[src/rtl/mips_mem_arbiter_if.sv]
// mips_mem_arbiter_if: CPU load/store, UART write and RAM port signals of the data-RAM arbiter.
interface mips_mem_arbiter_if #(
    parameter int DATA_WIDTH = 32,
    parameter int ADDR_WIDTH = 8,
    parameter int UART_Nbit  = 8
);
    logic                  cpu_req;
    logic                  cpu_we;
    logic [31:0]           cpu_addr;
    logic [DATA_WIDTH-1:0] cpu_wdata;
    logic                  cpu_gnt;
    logic                  cpu_rvalid;
    logic [DATA_WIDTH-1:0] cpu_rdata;
    logic                  cpu_err;
    logic                  uart_req;
    logic [ADDR_WIDTH-1:0] uart_addr;
    logic [UART_Nbit-1:0]  uart_wdata;
    logic                  uart_gnt;
    logic                  ram_we;
    logic [ADDR_WIDTH-1:0] ram_addr;
    logic [DATA_WIDTH-1:0] ram_wdata;
    logic [DATA_WIDTH-1:0] ram_rdata;

    modport slave (
        input  cpu_req, cpu_we, cpu_addr, cpu_wdata, uart_req, uart_addr, uart_wdata, ram_rdata,
        output cpu_gnt, cpu_rvalid, cpu_rdata, cpu_err, uart_gnt, ram_we, ram_addr, ram_wdata
    );
    modport master (
        output cpu_req, cpu_we, cpu_addr, cpu_wdata, uart_req, uart_addr, uart_wdata, ram_rdata,
        input  cpu_gnt, cpu_rvalid, cpu_rdata, cpu_err, uart_gnt, ram_we, ram_addr, ram_wdata
    );
endinterface

[src/rtl/mips_mem_arbiter.sv]
// mips_mem_arbiter: shares the data RAM between CPU lw/sw and UART byte writes, CPU first with starvation guard.
// Define ARB_ADDR_CHECK_EN to reject misaligned or out-of-segment CPU addresses.
module mips_mem_arbiter #(
    parameter int          DATA_WIDTH = 32,
    parameter int          ADDR_WIDTH = 8,
    parameter int          UART_Nbit  = 8,
    parameter logic [31:0] DATA_BASE  = 32'h10010000,
    parameter int          MAX_WAIT   = 4
) (
    input logic clk,
    input logic reset,
    mips_mem_arbiter_if.slave bus
);
    typedef enum logic [2:0] {IDLE, CPU_ACC, UART_ACC, RD_WAIT, RD_DONE} state_t;

    state_t                state, nxt;
    logic [3:0]            starve_cnt;
    logic                  ld_q, rej_q, cpu_pick, go_cpu, go_uart, bad;
    logic [ADDR_WIDTH-1:0] cpu_idx;

    // DATA_BASE is word aligned, so the word index is a subtraction on the index bits alone
    assign cpu_idx = bus.cpu_addr[ADDR_WIDTH+1:2] - DATA_BASE[ADDR_WIDTH+1:2];
`ifdef ARB_ADDR_CHECK_EN
    assign bad = (|bus.cpu_addr[1:0]) || (bus.cpu_addr < DATA_BASE) ||
                 ((bus.cpu_addr - DATA_BASE) >= (32'd4 << ADDR_WIDTH));
`else
    assign bad = 1'b0;
`endif
    assign cpu_pick = bus.cpu_req && !(bus.uart_req && starve_cnt == 4'(MAX_WAIT));
    assign go_cpu   = state == IDLE && cpu_pick;
    assign go_uart  = state == IDLE && !cpu_pick && bus.uart_req;

    always_comb begin
        nxt = state;
        case (state)
            IDLE:    nxt = go_cpu ? CPU_ACC : go_uart ? UART_ACC : IDLE;
            CPU_ACC: nxt = ld_q ? RD_WAIT : IDLE;
            RD_WAIT: nxt = RD_DONE;
            default: nxt = IDLE;
        endcase
    end

    always_ff @(posedge clk or posedge reset) begin
        if (reset) state <= IDLE;
        else       state <= nxt;
    end

    always_ff @(posedge clk or posedge reset) begin
        if (reset) begin
            bus.cpu_gnt    <= 1'b0;
            bus.cpu_rvalid <= 1'b0;
            bus.cpu_rdata  <= '0;
            bus.cpu_err    <= 1'b0;
            bus.uart_gnt   <= 1'b0;
            bus.ram_we     <= 1'b0;
            bus.ram_addr   <= '0;
            bus.ram_wdata  <= '0;
            starve_cnt     <= '0;
            ld_q           <= 1'b0;
            rej_q          <= 1'b0;
        end else begin
            bus.cpu_gnt    <= go_cpu;
            bus.cpu_err    <= go_cpu && bad;
            bus.uart_gnt   <= go_uart;
            bus.ram_we     <= go_uart || (go_cpu && bus.cpu_we && !bad);
            bus.cpu_rvalid <= state == RD_WAIT;
            if (go_cpu && !bad) begin
                bus.ram_addr  <= cpu_idx;
                bus.ram_wdata <= bus.cpu_wdata;
            end else if (go_uart) begin
                bus.ram_addr  <= bus.uart_addr;
                bus.ram_wdata <= DATA_WIDTH'(bus.uart_wdata);
            end
            if (go_cpu) begin
                ld_q  <= !bus.cpu_we;
                rej_q <= bad;
            end
            if (state == RD_WAIT) bus.cpu_rdata <= rej_q ? '0 : bus.ram_rdata;
            if (go_uart) starve_cnt <= '0;
            else if (go_cpu && bus.uart_req && starve_cnt != 4'(MAX_WAIT)) starve_cnt <= starve_cnt + 4'd1;
        end
    end
endmodule

[src/flat_wrapper.sv]
// flat-port wrapper written by rule: the top's interface ports become plain ports
module mips_mem_arbiter_flat 
#(
    parameter int          DATA_WIDTH = 32,
    parameter int          ADDR_WIDTH = 8,
    parameter int          UART_Nbit  = 8,
    parameter logic [31:0] DATA_BASE  = 32'h10010000,
    parameter int          MAX_WAIT   = 4
)
  (clk, reset, bus_cpu_req, bus_cpu_we, bus_cpu_addr, bus_cpu_wdata, bus_uart_req, bus_uart_addr, bus_uart_wdata, bus_ram_rdata, bus_cpu_gnt, bus_cpu_rvalid, bus_cpu_rdata, bus_cpu_err, bus_uart_gnt, bus_ram_we, bus_ram_addr, bus_ram_wdata);
  mips_mem_arbiter_if #(.DATA_WIDTH(DATA_WIDTH), .ADDR_WIDTH(ADDR_WIDTH), .UART_Nbit(UART_Nbit)) bus_i ();
  input logic clk;
  input logic reset;
  input wire logic [$bits(bus_i.cpu_req)-1:0] bus_cpu_req;
  input wire logic [$bits(bus_i.cpu_we)-1:0] bus_cpu_we;
  input wire logic [$bits(bus_i.cpu_addr)-1:0] bus_cpu_addr;
  input wire logic [$bits(bus_i.cpu_wdata)-1:0] bus_cpu_wdata;
  input wire logic [$bits(bus_i.uart_req)-1:0] bus_uart_req;
  input wire logic [$bits(bus_i.uart_addr)-1:0] bus_uart_addr;
  input wire logic [$bits(bus_i.uart_wdata)-1:0] bus_uart_wdata;
  input wire logic [$bits(bus_i.ram_rdata)-1:0] bus_ram_rdata;
  output wire logic [$bits(bus_i.cpu_gnt)-1:0] bus_cpu_gnt;
  output wire logic [$bits(bus_i.cpu_rvalid)-1:0] bus_cpu_rvalid;
  output wire logic [$bits(bus_i.cpu_rdata)-1:0] bus_cpu_rdata;
  output wire logic [$bits(bus_i.cpu_err)-1:0] bus_cpu_err;
  output wire logic [$bits(bus_i.uart_gnt)-1:0] bus_uart_gnt;
  output wire logic [$bits(bus_i.ram_we)-1:0] bus_ram_we;
  output wire logic [$bits(bus_i.ram_addr)-1:0] bus_ram_addr;
  output wire logic [$bits(bus_i.ram_wdata)-1:0] bus_ram_wdata;
  assign bus_i.cpu_req = bus_cpu_req;
  assign bus_i.cpu_we = bus_cpu_we;
  assign bus_i.cpu_addr = bus_cpu_addr;
  assign bus_i.cpu_wdata = bus_cpu_wdata;
  assign bus_i.uart_req = bus_uart_req;
  assign bus_i.uart_addr = bus_uart_addr;
  assign bus_i.uart_wdata = bus_uart_wdata;
  assign bus_i.ram_rdata = bus_ram_rdata;
  assign bus_cpu_gnt = bus_i.cpu_gnt;
  assign bus_cpu_rvalid = bus_i.cpu_rvalid;
  assign bus_cpu_rdata = bus_i.cpu_rdata;
  assign bus_cpu_err = bus_i.cpu_err;
  assign bus_uart_gnt = bus_i.uart_gnt;
  assign bus_ram_we = bus_i.ram_we;
  assign bus_ram_addr = bus_i.ram_addr;
  assign bus_ram_wdata = bus_i.ram_wdata;
  mips_mem_arbiter #(.DATA_WIDTH(DATA_WIDTH), .ADDR_WIDTH(ADDR_WIDTH), .UART_Nbit(UART_Nbit), .DATA_BASE(DATA_BASE), .MAX_WAIT(MAX_WAIT)) u_core (.clk(clk), .reset(reset), .bus(bus_i));
endmodule
[config.mk]
export PLATFORM = sky130hd
export DESIGN_NAME = mips_mem_arbiter_flat
export DESIGN_NICKNAME = d
export VERILOG_FILES = /design/src/rtl/mips_mem_arbiter_if.sv /design/src/rtl/mips_mem_arbiter.sv /design/src/flat_wrapper.sv
export SDC_FILE = /design/constraint.sdc
export NUM_CORES = 1
export LEC_CHECK = 0
export ABC_AREA = 1
export BUFFER_PORTS_ARGS = -buffer_cell sky130_fd_sc_hd__buf_2
export CAP_MARGIN = 20
export CORE_MARGIN = 3
export CORE_UTILIZATION = 35
export DETAILED_ROUTE_END_ITERATION = 16
export PLACE_DENSITY = 0.64
export REMOVE_ABC_BUFFERS = 1
export SYNTH_ARGS = -nofsm -noshare
export SYNTH_HDL_FRONTEND = slang
export SYNTH_SLANG_ARGS = --single-unit
[constraint.sdc]
create_clock -name clk -period 2.7 [get_ports clk]
set_input_delay 0.54 -clock clk [delete_from_list [all_inputs] [get_ports clk]]
set_output_delay 0.54 -clock clk [all_outputs]
set_load 0.01 [all_outputs]
==> metrics.csv <==
stage,metric,value,unit
run_status,outcome,"complete, no violations",
cts,Post-CTS Setup Inserts,0,
setup_path,Startpoint Class,register,
logic_synthesis,synthesized flop and latch total,84,
timing,Slew headroom,0.561,
setup_path,Worst Path Required,2990,ps
floorplan,IO Pins,194,
setup_path,CP arrival,2240,ps
logic_synthesis,sequential area share after synthesis,0.579,
logic_synthesis,Post-synth EDFFs,0,
global_route,largest net degree at the start of global routing,56,
floorplan,Die Footprint,11600,um2
global_route,met3 Use GR,0.0414,
timing,# setup viols final,0,
floorplan,site row count,36,
global_route,total global-route track usage,0.158,
logic_synthesis,Yosys top cell by area,dfrtp_1,
drt,DRC,0,
cts,TritonCTS Sinks,84,
drt,"antenna viol nets, final",0,
drt,per-cell routed wire length,12.4,um
global_route,first-pass GRT wire length,14500,um
logic_synthesis,post-synthesis adder-cell area fraction,0.00689,
logic_synthesis,mux cell area share after synthesis,0,
timing,"Slew Viols, Final",0,
logic_synthesis,most instantiated cells after synthesis,"196 x nand2_1, 84 x dfrtp_1, 43 x inv_1",
logic_synthesis,area share of the largest cell type after synthesis,0.579,
power,PwrDens,1100,nW/um2
setup_path,critical path endpoint category,register,
logic_synthesis,Cell variety after synth,24,
logic_synthesis,most common cell in the synthesized netlist,nand2_1,
logic_synthesis,Syn Area/Cell,8.39,um2
timing,Setup WS post-layout,756,ps
finish,area delta synth->final,31.0,%
cts,clock tree from TritonCTS,done,
logic_synthesis,Synth Area in Compound Gates,0.00861,
logic_synthesis,cell area after synthesis,3630,um2
cts,CTS buffer count,9,
floorplan,Core ar.,9910,um2
finish,Register Area,2100,um2
logic_synthesis,top_reg_cell synth,dfrtp_1,
timing,clk_skew,13.2,ps
floorplan,die width,108,um
logic_synthesis,"FFs w/ async S/R, synth",1.00,
cts,clk slew on worst S/H paths,100,ps
logic_synthesis,XOR/XNOR share of the synthesized area,0.00241,
floorplan,Starting Density,0.367,
drt,Pre-Repair DR Iteration Count,4,
global_route,met2 usage,0.258,
timing,crit share post-route,0.720,
logic_synthesis,Cells after Synth,433,
cts,root buf cell,clkbuf_8,
placement,Cell Count Post-Placement,717,
placement,routability cong.,0.805,
timing,Max Freq,514,MHz
setup_path,CP Max Fanout,26,
worst_hold_path,worst min-delay path category,in -> async,
logic_synthesis,largest family of logic cells by synthesized area,simple AND/OR/NAND/NOR gates,
finish,Filler cells,981,
finish,nets,714,
placement,Setup WS pre-CTS,749,ps
power,peak supply drop,0.000415,V
finish,Antenna Cells,0,
drt,via count,3275,
timing,unrepaired setup endpoints after global routing,no,
cts,htree depth,3,
finish,share of cells above drive strength 1,0.330,
finish,Multi-input gate area,1240,um2
cts,Max Root-Sink Buffers,2,
global_route,GRT Max-Usage Layer,met2,
power,leakage,0.00283,uW
run,total of max-cap violations,0,
global_route,met1 usage,0.198,
cts,cts repair resizes,0,
timing,worst-margin pin slew,656,ps
timing,Final Hold Viols,0,
setup_path,Worst Setup Path Type,reg -> reg,
logic_synthesis,"Warnings, synthesis",0,
logic_synthesis,simple-gate share of the synthesized area,0.324,
placement,Port Buffers,168,
cts,Worst-Skew Late Latency,360,ps
drt,vias per inst,4.47,
global_route,initial antenna violation count,0,
placement,Final HPWL DP,6550,um
logic_synthesis,Synth area leaders,"dfrtp_1 58%, nand2_1 20%, inv_1 4.4%",
finish,Final Non-Filler Cells,733,
power,total power,5230,uW
drt,drt first-iter violations,162,
floorplan,die height,108,um
drt,Routed WL,9110,um
cts,# hold bufs at CTS,0,
global_route,total grt overflow,0,
global_route,vias in the first global route,3071,
timing,post-route minimum period,1940,ps
==> area by class of cell <==
| type | count | share of cell area |
|---|---|---|
| inverters | 46 | 0.0371 |
| repair buffers | 170 | 0.183 |
| flip-flops and latches | 84 | 0.442 |
| multi-input cells | 284 | 0.262 |
| clock buffers | 10 | 0.0268 |
| well taps | 133 | 0.0350 |
| clock inverters | 6 | 0.0150 |
==> critical path: stages, from the launching register on <==
cell	delay [ps]
dfrtp_1	400
inv_1	90
ha_1	230
nand4_4	230
nand2_4	210
nor2_4	500
nand2_1	110
nand2_1	80
==> kinds of logic (layout without fill, tap and decap cells) <==
family	after synthesis	after routing
flops	84	84
simple gates	276	276
compound gates	4	4
fa+ha+maj	2	2
other cells	1	1
buf+inv	65	232
xor+xnor	1	1
==> sequential cells by signal (all words and copies together) (netlist names) <==
signal,count
u_core.bus.cpu_rvalid,1
u_core.bus.ram_addr,8
u_core.bus.cpu_gnt,1
u_core.bus.ram_wdata,32
u_core.state,3
u_core.bus.uart_gnt,1
u_core.bus.ram_we,1
u_core.ld_q,1
u_core.starve_cnt,4
u_core.bus.cpu_rdata,32
==> final timing paths <==
kind	start	end	slack (ps)	cells past startpoint
min in group clk	bus_ram_rdata[30]	u_core.bus.cpu_rdata[30]$_DFFE_PP0P_	370	3
min reg2reg	u_core.bus.ram_wdata[30]$_DFFE_PP0P_	u_core.bus.ram_wdata[30]$_DFFE_PP0P_	480	2
max reg2reg	u_core.starve_cnt[0]$_DFFE_PP0P_	u_core.bus.ram_wdata[30]$_DFFE_PP0P_	760	7
max	u_core.starve_cnt[0]$_DFFE_PP0P_	u_core.bus.ram_wdata[30]$_DFFE_PP0P_	760	7
min	reset	u_core.bus.cpu_rdata[19]$_DFFE_PP0P_	190	2
max in group asynchronous	reset	u_core.bus.ram_wdata[9]$_DFFE_PP0P_	1840	3
==> power by group <==
part           total, uW  switching (uW)  leakage, uW  internal, uW
sequential          2140             313      0.00103          1830
combinational       2170            1350      0.00171           815
clock                920             482    0.0000939           438
==> cells in the final DEF (no fill, tap or decap), types with 2 or more instances in the layout <==
master,Yosys,routed
ha_1,2,2
dfrtp_1,84,84
nand3_1,20,20
nand4_1,19,19
clkbuf_8,0,9
inv_6,0,3
inv_2,2,2
clkinvlp_4,0,2
nor2_1,33,33
nor2_4,2,2
nand2_1,196,196
nand2_2,2,2
inv_1,43,42
buf_2,7,168
o21ai_0,2,2
==> layer usage <==
| layer | up-vias | share of wire |
|---|---|---|
| met3 | 10 | 0.069 |
| met1 | 1508 | 0.43 |
| met4 | 0 | 0.016 |
| li1 | 1640 | - |
| met5 | - | 0 |
| met2 | 117 | 0.48 |
==> stage by stage <==
| step | TNS (ps) | utilization | instance area, um2 | hold slack (ps) |
|---|---|---|---|---|
| global route | 0 | 0.480 | 4760 | 208 |
| floorplan | -432 | - | 3520 | 442 |
| finish | 0 | 0.480 | 4760 | 190 |
| detailed placement | 0 | 0.460 | 4560 | 462 |
| global placement | 0 | 0.460 | 4560 | 456 |
| CTS | 0 | 0.480 | 4760 | 198 |
(Power assumes the default switching activity.)
